<file path="config.mk">
export PLATFORM = sky130hd
export DESIGN_NAME = branch_predictor_bht_flat
export DESIGN_NICKNAME = d
export VERILOG_FILES = /design/src/rtl/branch_predictor_bht_if.sv /design/src/rtl/branch_predictor_bht.sv /design/src/flat_wrapper.sv
export SDC_FILE = /design/constraint.sdc
export NUM_CORES = 1
export LEC_CHECK = 0
export CAP_MARGIN = 30
export CORE_MARGIN = 3
export CORE_UTILIZATION = 59
export DETAILED_ROUTE_END_ITERATION = 8
export MAX_ROUTING_LAYER = met4
export PLACE_DENSITY = 0.86
export SLEW_MARGIN = 10
export SYNTH_ARGS = -nofsm -noshare
export SYNTH_HDL_FRONTEND = slang
export SYNTH_SLANG_ARGS = --single-unit
</file>
<file path="constraint.sdc">
create_clock -name clk_i -period 7.73 [get_ports clk_i]
set_input_delay 0.773 -clock clk_i [delete_from_list [all_inputs] [get_ports clk_i]]
set_output_delay 0.773 -clock clk_i [all_outputs]
set_load 0.02 [all_outputs]
</file>
<file path="src/rtl/branch_predictor_bht_if.sv">
// ---------------------------------------------------------------------------
// branch_predictor_bht_if : lookup / update / perf-counter bus for the BHT
// Revision 1.0
// ---------------------------------------------------------------------------
`default_nettype none
`timescale 1ns/1ps

interface branch_predictor_bht_if #(
  parameter int INDEX_BITS = 6,
  parameter int PERF_BITS  = 32
);
  logic                  lookup_valid_i;
  logic [31:0]           lookup_pc_i;
  logic [31:0]           lookup_offset_i;
  logic                  predict_o;
  logic [31:0]           target_o;
  logic [INDEX_BITS-1:0] lookup_idx_o;
  logic                  update_valid_i;
  logic [INDEX_BITS-1:0] update_idx_i;
  logic                  update_taken_i;
  logic                  update_mispred_i;
  logic [PERF_BITS-1:0]  branch_cnt_o;
  logic [PERF_BITS-1:0]  mispred_cnt_o;

  modport slave (
    input  lookup_valid_i, lookup_pc_i, lookup_offset_i,
    input  update_valid_i, update_idx_i, update_taken_i, update_mispred_i,
    output predict_o, target_o, lookup_idx_o, branch_cnt_o, mispred_cnt_o
  );

  modport master (
    output lookup_valid_i, lookup_pc_i, lookup_offset_i,
    output update_valid_i, update_idx_i, update_taken_i, update_mispred_i,
    input  predict_o, target_o, lookup_idx_o, branch_cnt_o, mispred_cnt_o
  );
endinterface

`default_nettype wire

</file>
<file path="src/rtl/branch_predictor_bht.sv">
// ---------------------------------------------------------------------------
// branch_predictor_bht : bimodal/gshare saturating-counter direction predictor
// Revision 1.0
// ---------------------------------------------------------------------------
`default_nettype none
`timescale 1ns/1ps

module branch_predictor_bht #(
  parameter int INDEX_BITS = 6,
  parameter int CTR_BITS   = 2,
  parameter int GHR_BITS   = 0,
  parameter int PERF_BITS  = 32
) (
  input wire logic               clk_i,
  input wire logic               rstn_i,
  branch_predictor_bht_if.slave  bus
);

  localparam int                 c_DEPTH    = 1 << INDEX_BITS;
  localparam logic [CTR_BITS-1:0] c_CTR_INIT = CTR_BITS'((1 << (CTR_BITS - 1)) - 1);
  localparam logic [CTR_BITS-1:0] c_CTR_MAX  = '1;

  logic [CTR_BITS-1:0]   r_ctr [c_DEPTH];
  logic [PERF_BITS-1:0]  r_branch_cnt;
  logic [PERF_BITS-1:0]  r_mispred_cnt;

  logic [INDEX_BITS-1:0] w_pc_idx;
  logic [INDEX_BITS-1:0] w_ghr_mix;
  logic [INDEX_BITS-1:0] w_idx;
  logic [CTR_BITS-1:0]   w_ctr_cur;
  logic [CTR_BITS-1:0]   w_ctr_nxt;

  assign w_pc_idx = bus.lookup_pc_i[INDEX_BITS+1:2];

  generate
    if (GHR_BITS > 0) begin : g_ghr
      logic [GHR_BITS-1:0] r_ghr;

      // Shift only at resolve time so wrong-path branches never pollute history.
      always_ff @(posedge clk_i or negedge rstn_i) begin
        if (!rstn_i) begin
          r_ghr <= '0;
        end else if (bus.update_valid_i) begin
          r_ghr <= GHR_BITS'({r_ghr, bus.update_taken_i});
        end
      end

      assign w_ghr_mix = INDEX_BITS'(r_ghr);
    end else begin : g_no_ghr
      assign w_ghr_mix = '0;
    end
  endgenerate

  assign w_idx            = w_pc_idx ^ w_ghr_mix;
  assign bus.lookup_idx_o = w_idx;
  assign bus.predict_o    = bus.lookup_valid_i & r_ctr[w_idx][CTR_BITS-1];
  assign bus.target_o     = bus.lookup_pc_i + bus.lookup_offset_i;

  assign w_ctr_cur = r_ctr[bus.update_idx_i];

  always_comb begin
    w_ctr_nxt = w_ctr_cur;
    if (bus.update_taken_i) begin
      if (w_ctr_cur != c_CTR_MAX) w_ctr_nxt = w_ctr_cur + 1'b1;
    end else begin
      if (w_ctr_cur != '0) w_ctr_nxt = w_ctr_cur - 1'b1;
    end
  end

  // Lookup reads the pre-update value; the write lands at the edge (no bypass).
  always_ff @(posedge clk_i or negedge rstn_i) begin
    if (!rstn_i) begin
      for (int i = 0; i < c_DEPTH; i++) r_ctr[i] <= c_CTR_INIT;
    end else if (bus.update_valid_i) begin
      r_ctr[bus.update_idx_i] <= w_ctr_nxt;
    end
  end

  always_ff @(posedge clk_i or negedge rstn_i) begin
    if (!rstn_i) begin
      r_branch_cnt  <= '0;
      r_mispred_cnt <= '0;
    end else if (bus.update_valid_i) begin
      if (r_branch_cnt != '1) r_branch_cnt <= r_branch_cnt + 1'b1;
      if (bus.update_mispred_i && (r_mispred_cnt != '1)) r_mispred_cnt <= r_mispred_cnt + 1'b1;
    end
  end

  assign bus.branch_cnt_o  = r_branch_cnt;
  assign bus.mispred_cnt_o = r_mispred_cnt;

endmodule

`default_nettype wire

</file>
<file path="src/flat_wrapper.sv">
// flat-port wrapper written by rule: the top's interface ports become plain ports
module branch_predictor_bht_flat 
#(
  parameter int INDEX_BITS = 6,
  parameter int CTR_BITS   = 2,
  parameter int GHR_BITS   = 0,
  parameter int PERF_BITS  = 32
)
  (clk_i, rstn_i, bus_lookup_valid_i, bus_lookup_pc_i, bus_lookup_offset_i, bus_update_valid_i, bus_update_idx_i, bus_update_taken_i, bus_update_mispred_i, bus_predict_o, bus_target_o, bus_lookup_idx_o, bus_branch_cnt_o, bus_mispred_cnt_o);
  branch_predictor_bht_if #(.INDEX_BITS(INDEX_BITS), .PERF_BITS(PERF_BITS)) bus_i ();
  input wire logic clk_i;
  input wire logic rstn_i;
  input wire logic [$bits(bus_i.lookup_valid_i)-1:0] bus_lookup_valid_i;
  input wire logic [$bits(bus_i.lookup_pc_i)-1:0] bus_lookup_pc_i;
  input wire logic [$bits(bus_i.lookup_offset_i)-1:0] bus_lookup_offset_i;
  input wire logic [$bits(bus_i.update_valid_i)-1:0] bus_update_valid_i;
  input wire logic [$bits(bus_i.update_idx_i)-1:0] bus_update_idx_i;
  input wire logic [$bits(bus_i.update_taken_i)-1:0] bus_update_taken_i;
  input wire logic [$bits(bus_i.update_mispred_i)-1:0] bus_update_mispred_i;
  output wire logic [$bits(bus_i.predict_o)-1:0] bus_predict_o;
  output wire logic [$bits(bus_i.target_o)-1:0] bus_target_o;
  output wire logic [$bits(bus_i.lookup_idx_o)-1:0] bus_lookup_idx_o;
  output wire logic [$bits(bus_i.branch_cnt_o)-1:0] bus_branch_cnt_o;
  output wire logic [$bits(bus_i.mispred_cnt_o)-1:0] bus_mispred_cnt_o;
  assign bus_i.lookup_valid_i = bus_lookup_valid_i;
  assign bus_i.lookup_pc_i = bus_lookup_pc_i;
  assign bus_i.lookup_offset_i = bus_lookup_offset_i;
  assign bus_i.update_valid_i = bus_update_valid_i;
  assign bus_i.update_idx_i = bus_update_idx_i;
  assign bus_i.update_taken_i = bus_update_taken_i;
  assign bus_i.update_mispred_i = bus_update_mispred_i;
  assign bus_predict_o = bus_i.predict_o;
  assign bus_target_o = bus_i.target_o;
  assign bus_lookup_idx_o = bus_i.lookup_idx_o;
  assign bus_branch_cnt_o = bus_i.branch_cnt_o;
  assign bus_mispred_cnt_o = bus_i.mispred_cnt_o;
  branch_predictor_bht #(.INDEX_BITS(INDEX_BITS), .CTR_BITS(CTR_BITS), .GHR_BITS(GHR_BITS), .PERF_BITS(PERF_BITS)) u_core (.clk_i(clk_i), .rstn_i(rstn_i), .bus(bus_i));
endmodule
</file>
* Word-level counts from Yosys, hierarchy flattened *
Index checks and enable logic that the tools add are counted.

operators by class
  add/sub/neg operators = 5
  order comparisons = 3
  equal/unequal tests = 3
  multiplexer cells = 12
  bitwise logic cells = 3
  reduce and logical (&&, ||, !) cells = 5

operators with widths
  operator                                             count
  bitwise mux 128 bit                                  1
  adder 32 x 1 -> 32 bit (second input constant)       2
  inequality test 32 bit (second input constant)       2
  adder 32 bit                                         1
  binary-select mux 2 bit (select 6 bit)               2
  2-to-1 mux 2 bit                                     8
  >= comparator 7 bit (second input constant)          2
  NOT 6 -> 7 bit                                       2
  demux 2 bit (select 6 bit)                           1
  < comparator 7 x 1 -> 1 bit (second input constant)  1
  AND reduction 2 bit                                  2
  adder 2 x 1 -> 2 bit (second input constant)         1
  logical AND 1 bit                                    2
  inequality test 2 bit (second input constant)        1
  nonzero test 2 bit                                   1
  subtractor 2 x 1 -> 2 bit (second input constant)    1
  AND 1 bit                                            1

word-level totals
  register bits = 192
  input bits = 76
  logic and storage cells = 97

* Logic depth before layout (Yosys ltp) *
Gate-level depths: netlist of the first run.

  depth in word-level cells = 8
  gate-level depth with buffers = 11
  mapped depth without buffers = 10

* Worst setup path after synthesis of the first run *
Ideal clock, no wire load.

  path type = input to output
  start = input bus_lookup_offset_i[0]
  end = output bus_target_o[30]
  arrival time = 3.234 ns
  path slack = 3.723 ns
  stages = 10
  buffers on the path = 0
  cell sequence = ha_1 -> fa_1 -> a21o_1 -> a221oi_1 -> a2bb2oi_1 -> nor3_1 -> o221a_2 -> a211oi_2 -> o31ai_1 -> xor2_1

on the way
  word-level cells in the longest chain between the ends = 1

RTL lines
  what                line                        source
  start: declaration  flat_wrapper.sv:15          input wire logic [$bits(bus_i.lookup_offset_i)-1:0] bus_lookup_offset_i;
  adder 32 bit        branch_predictor_bht.sv:57  assign bus.target_o = bus.lookup_pc_i + bus.lookup_offset_i;
  end: declaration    flat_wrapper.sv:21          output wire logic [$bits(bus_i.target_o)-1:0] bus_target_o;

Every way passes these cells.

* Final worst setup path of the first run *
  start = input bus_lookup_pc_i[3]
  end = output bus_target_o[24]

on the way
  word-level cells in the longest chain between the ends = 1

RTL lines
  what                line                        source
  start: declaration  flat_wrapper.sv:14          input wire logic [$bits(bus_i.lookup_pc_i)-1:0] bus_lookup_pc_i;
  adder 32 bit        branch_predictor_bht.sv:57

Every way passes these cells.

==> results of run 1 <==
[state kept, by name, summed over array words and instances, names as in the netlist]
signal,cells
u_core.bus.mispred_cnt_o,32
u_core.bus.branch_cnt_o,32
u_core.r_ctr,128
[kinds of logic (layout without fill, tap and decap cells)]
kind of cell / count (synthesis) / in the layout / synth area share
XOR/XNOR: 90 / 90 / 0.0685
flip-flops: 192 / 192 / 0.424
adder cells (fa/ha/maj): 36 / 36 / 0.0398
AND/OR/NAND/NOR: 379 / 379 / 0.155
multiplexers: 120 / 120 / 0.139
buffers and inverters: 66 / 237 / 0.0338
AO/OA/AOI/OAI: 220 / 220 / 0.140
[path summary, 6_finish.rpt]
path / slack [ns] / cells past startpoint / endpoint / startpoint
max: 2.07 / 11 / bus_target_o[24] / bus_lookup_pc_i[3]
max in group asynchronous: 6.27 / 3 / u_core.r_ctr[44] / rstn_i
max reg2reg: 4.95 / 8 / u_core.r_ctr[119] / u_core.r_ctr[0]
min: 0.36 / 1 / u_core.bus.mispred_cnt_o[1] / rstn_i
min reg2reg: 0.49 / 1 / u_core.bus.mispred_cnt_o[31] / u_core.bus.mispred_cnt_o[31]
min in group clk_i: 0.49 / 1 / u_core.bus.mispred_cnt_o[31] / u_core.bus.mispred_cnt_o[31]
[cell type report]
class                   instances  area share
clock inverters                14      0.0105
multi-input cells             845       0.446
well taps                     260      0.0232
inverters                      16     0.00429
flip-flops and latches        192       0.349
repair buffers                189       0.137
clock buffers                  18      0.0307
[report_power, final]
group | internal, mW | switching [mW] | total (mW)
registers | 1.19 | 0.130 | 1.32
clock network | 0.459 | 0.411 | 0.870
logic | 0.414 | 0.436 | 0.850
total | 2.06 | 0.976 | 3.04
[critical path, delay by kind of cell]
kind | cells | cell delay, ns
fa+ha+maj | 1 | 0.62
compound gates | 5 | 1.55
xor+xnor | 1 | 0.13
buf+inv | 2 | 1.54
simple gates | 2 | 0.27
[stage by stage]
| step | std cells | hold WS, ns |
|---|---|---|
| after floorplan | 1103 | 0.462 |
| after global placement | 1498 | 0.482 |
| after detailed placement | 1501 | 0.484 |
| after CTS | 1533 | 0.378 |
| after global routing | 1534 | 0.408 |
| final | 1534 | 0.360 |
[metal layers]
layer  wire length [um]  up-vias
li1                   -     4307
met1              12200     4551
met3               2810       92
met5                  0        -
met2              13900      534
met4                890        0
[layout by cell type, fill, tap and decap left out, types with 21 or more instances in the layout]
| cell | instances |
|---|---|
| mux4_2 | 24 |
| clkdlybuf4s50_1 | 176 |
| dfrtp_1 | 128 |
| xor2_1 | 23 |
| mux2_2 | 76 |
| and3_1 | 22 |
| nor2_1 | 114 |
| dfstp_2 | 64 |
| nand2_1 | 105 |
| a21oi_1 | 37 |
| xnor2_1 | 67 |
| a21oi_2 | 39 |
| nand3_1 | 46 |
| o21ai_0 | 25 |
| nor3_1 | 21 |
| ha_1 | 33 |
==> run_results.csv, run 1 <==
group,metric,value,unit
sta,fmax,177,MHz
cts,cts_root_buf,"clkbuf_16",
cts,cts-htree-levels,4,
critical_path,endpoint_kind,"output pin",
power,p_total,3.04,mW
cts,cts.sinks,192,
route,routed-via-count,9484,
finish,finalNetCount,1371,
route,drt-wirelength-per-cell,19.4,um
die,initial_core_util,0.607,
sta,worst_pin_slew,0.962,ns
global_routing,antenna_found_initial,0,
critical_path,cp.required,6.96,ns
finish,utilization,0.738,
global_routing,track_usage,0.286,
cts,clk_pin_slew,0.08,ns
finish,n_antenna_cell,0,
finish,seqCellArea,0.00488,mm2
die,die_h,146,um
yosys,synth_most_common_cell,"dfrtp_1",
route,wirelength,29.8,mm
cts,cts_hold_buffers,0,
yosys,yosys.area.top_type,"dfrtp_1",
yosys,syn-cell-area,0.0115,mm2
cts,clock_path_buffers,2,
yosys,synth_edf_count,0,
yosys,synth-seq-area-share,0.424,
global_routing,grt_pass1_vias,9649,
yosys,synthTopCellsByCount,"dfrtp_1 (128), nor2_1 (114), nand2_1 (105)",
route,drc,0,
sta,hold_violations,0,
finish,fillCellCount,1307,
global_routing,grt_pass1_wl,48.9,mm
sta,setup-tns-final,0,ns
placement,post-place-ws,2.17,ns
sta,setup_viol,0,
die,coreArea,0.0190,mm2
sta,slew_headroom,0.357,
route,via_per_inst,6.18,
yosys,syn_nets,1213,
yosys,async_flop_share,1.00,
yosys,synth.avg_cell_area,10.4,um2
power,power.density,217,mW/mm2
global_routing,met1_usage,0.371,
status,status,"finished, final reports clean",
global_routing,grt-ovfl-total,0,
placement,dpl.hpwl,21.0,mm
die,die_w,146,um
cts,cts_made_buffers,17,
route,ant_nets,0,
placement,place_area,0.0134,mm2
finish,finalInstanceArea,0.0140,mm2
sta,report.final.slew_viol_count,0,
cts,cts_setup_buffers,0,
sta,rsz0062_at_grt,"false",
global_routing,grt-busiest-layer,"met2",
power,irDropWorstVdd,0.232,mV
cts,cts_tree,"done",
yosys,synth_seq_cells,192,
sta,period_minus_slack,5.66,ns
route,drt_iter0_markers,825,
critical_path,slowest_stage,"clkdlybuf4s50_1",
min_path,hp-class,"input pin to asynchronous set/reset pin",
yosys,syn_inst,1103,
critical_path,critPathLaunchType,"input pin",
route,drt_first_pass_iters,7,
yosys,synth_top_area_frac,0.278,
critical_path,cp.arrival,4.89,ns
sta,setup_ws,2.07,ns
die,die_area,0.0212,mm2
finish,multiInputGateArea,0.00624,mm2
sta,fin_skew,0.0156,ns
global_routing,use_met2,0.449,
yosys,yosysUniqueCellTypes,73,
finish,drive_above_1_share,0.218,
yosys,synth_ff_type,"dfrtp_1",
die,pin_count,179,
placement,io_buffers,178,
critical_path,crit_top_cell,"clkdlybuf4s50_1",
global_routing,grt_max_degree,79,
run,cap_violations,0,
cts,cts.repair.resized,0,
critical_path,path_cells,"clkdlybuf4s50_1 -> ha_1 -> and3_1 -> a221oi_1 -> a2bb2oi_1 -> nor3_1 -> o221a_2 -> a31o_2 -> a21oi_1 -> xnor2_1 -> clkdlybuf4s50_1",
yosys,ys_top_cells_by_area,"dfrtp_1 (28%), dfstp_2 (15%), mux2_2 (7.4%)",
sta,fin_crit_sh,0.733,
global_routing,use_met3,0.0635,
power,p_leak,5.73,nW
finish,syn_to_final_growth,21.6,%
cts,clk_latency,0.43,ns
placement,gp_congestion,0.945,
critical_path,crit_fanout,18,
yosys,synth_warnings,0,
die,rows,50,
critical_path,crit_type,"input pin to output pin",
critical_path,worst_path_largest_cell_delay,0.92,ns
No activity file was read; power rests on OpenSTA's default activity.
==> run 2, diff against run 1 <==
--- a/config.mk
+++ b/config.mk
@@ -7,10 +7,10 @@
 export LEC_CHECK = 0
 export CAP_MARGIN = 30
 export CORE_MARGIN = 3
-export CORE_UTILIZATION = 59
+export CORE_UTILIZATION = 50
 export DETAILED_ROUTE_END_ITERATION = 8
 export MAX_ROUTING_LAYER = met4
-export PLACE_DENSITY = 0.86
+export PLACE_DENSITY = 0.78
 export SLEW_MARGIN = 10
 export SYNTH_ARGS = -nofsm -noshare
 export SYNTH_HDL_FRONTEND = slang
==> constraint.sdc (replaced) <==
create_clock -name clk_i -period 5.1 [get_ports clk_i]
set_input_delay 0.51 -clock clk_i [delete_from_list [all_inputs] [get_ports clk_i]]
set_output_delay 0.51 -clock clk_i [all_outputs]
set_load 0.02 [all_outputs]
==> run_results.csv, run 2 (synthesis gave the netlist of run 1 again) <==
group,metric,value,unit
cts,cts.sinks,192,
critical_path,critPathLaunchType,"input pin",
die,initial_core_util,0.518,
critical_path,crit_fanout,4,
sta,setup_ws,0.418,ns
route,ant_nets,0,
power,irDropWorstVdd,0.310,mV
cts,clk_pin_slew,0.08,ns
critical_path,cp.required,4.59,ns
critical_path,r2r_cells,8,
sta,fin_skew,0.00767,ns
route,routed-via-count,9420,
placement,dp_cells,1529,
sta,fmax,214,MHz
cts,cts.repair.resized,0,
cts,cts_setup_buffers,0,
route,drt_first_pass_iters,8,
cts,cts_hold_buffers,0,
critical_path,path_cells,"clkdlybuf4s50_1 -> ha_1 -> fa_1 -> a21o_1 -> a221oi_1 -> a2bb2oi_1 -> nor3_1 -> o221a_2 -> a31o_2 -> a21oi_1 -> xnor2_1 -> clkdlybuf4s50_1",
die,rows,54,
run,cap_violations,0,
finish,largest_reg_flops,128,
placement,post-place-ws,0.449,ns
critical_path,path_buf_inv,2,
global_routing,grt-ovfl-total,0,
die,die_area,0.0249,mm2
sta,hold_violations,0,
critical_path,worst_path_largest_cell_delay,0.62,ns
placement,dpl.hpwl,21.4,mm
sta,period_minus_slack,4.68,ns
route,drc,0,
power,p_leak,5.76,nW
die,die_w,158,um
route,drt_iter0_markers,699,
power,power.density,331,mW/mm2
sta,report.final.slew_viol_count,0,
critical_path,crit_family,"compound AO/OA/AOI/OAI gates",
finish,layoutNonFillerInstCount,1561,
cts,clock_path_buffers,2,
finish,final_cell_mix,"clkdlybuf4s50_1 (176), dfrtp_1 (128), nor2_1 (114), nand2_1 (105), mux2_2 (76)",
finish,multiInputGateArea,0.00624,mm2
die,die_h,158,um
critical_path,r2r-start,"u_core.bus.mispred_cnt_o[6]",
finish,final_common_cell,"clkdlybuf4s50_1",
finish,n_antenna_cell,0,
critical_path,endpoint_kind,"output pin",
finish,largest_register,"u_core.r_ctr",
global_routing,grt_pass1_wl,48.6,mm
critical_path,worst-path-stages,12,
min_path,hp-class,"input pin to asynchronous set/reset pin",
placement,io_buffers,178,
global_routing,grt_max_degree,105,
sta,rsz0062_at_grt,"false",
sta,setup_viol,0,
power,p_total,4.66,mW
finish,drive_above_1_share,0.222,
critical_path,crit_type,"input pin to output pin",
status,status,"finished, final reports clean",
global_routing,antenna_found_initial,0,
critical_path,cp-startpoint,"bus_lookup_offset_i[0]",
cts,cts_made_buffers,17,
placement,gp_congestion,0.940,
sta,slew_headroom,0.293,
cts,cts-htree-levels,4,
route,wirelength,30.7,mm
global_routing,grt_pass1_vias,9402,
cts,cts_tree,"done",
critical_path,reg2reg_to,"u_core.bus.mispred_cnt_o[28]",
critical_path,crit_top_cell,"clkdlybuf4s50_1",
finish,syn_to_final_growth,22.3,%
sta,fin_crit_sh,0.918,
finish,finalNetCount,1378,
route,drt-wirelength-per-cell,19.7,um
die,coreArea,0.0222,mm2
finish,fillCellCount,1821,
cts,clk_latency,0.44,ns
critical_path,cp.arrival,4.17,ns
die,pin_count,179,
sta,setup-tns-final,0,ns
critical_path,slowest_stage,"clkdlybuf4s50_1",
cts,cts_root_buf,"clkbuf_16",
global_routing,track_usage,0.253,
critical_path,reg2reg_slack,2.46,ns
route,via_per_inst,6.03,
finish,seqCellArea,0.00488,mm2
sta,worst_pin_slew,1.05,ns
## run 2: cell count changes in the layout (fill, tap and decap cells not counted), sizes merged
cell,previous run,this run
clkinvlp,1,2
bufinv,1,2
clkbuf,18,17
clkinv,4,7
inv,24,20
buf,13,20
## run 2: worst max path at each step
stage | end | slack (ns)
2_1_floorplan | bus_target_o[30] | 1.62
3_3_place_gp | bus_target_o[24] | 0.47
3_5_place_dp | bus_target_o[24] | 0.45
4_1_cts | bus_target_o[24] | 0.44
5_1_grt | bus_target_o[30] | 0.25
6_report | bus_target_o[24] | 0.42
## run 2: layout make-up
cell class                 instances  area share
multi-input combinational        845       0.443
sequential                       192       0.347
timing repair buffer             196       0.138
clock buffer                      17      0.0302
tap                              280      0.0249
clock inverter                    15      0.0126
inverter                          16     0.00427
## run 2: worst register-to-register path: cells and delay by family (launching register included)
kind,cells,cell delay (ns)
AND/OR/NAND/NOR,7,1.95
flip-flops,1,0.46
XOR/XNOR,1,0.13
## run 2: per-stage QoR
stage                     utilization  area, um2  hold WS, ns
after floorplan                     -      11500        0.214
after global placement          0.606      13500        0.482
after detailed placement        0.606      13500        0.488
after CTS                       0.633      14100        0.162
after global routing            0.633      14100        0.164
final                           0.633      14100        0.110
## run 2: report_power, final
part,switching (mW),internal [mW]
sequential,0.189,1.81
combinational,0.661,0.626
clock,0.641,0.740
total,1.49,3.17
## run 2: per-layer routing
layer,vias to the layer above,track usage,part of all wire,wire length [um]
met5,-,-,0,0
met4,0,0.0694,0.021,631
met3,52,0.0547,0.085,2600
met2,431,0.405,0.47,14400
met1,4590,0.328,0.43,13100
li1,4347,-,-,-
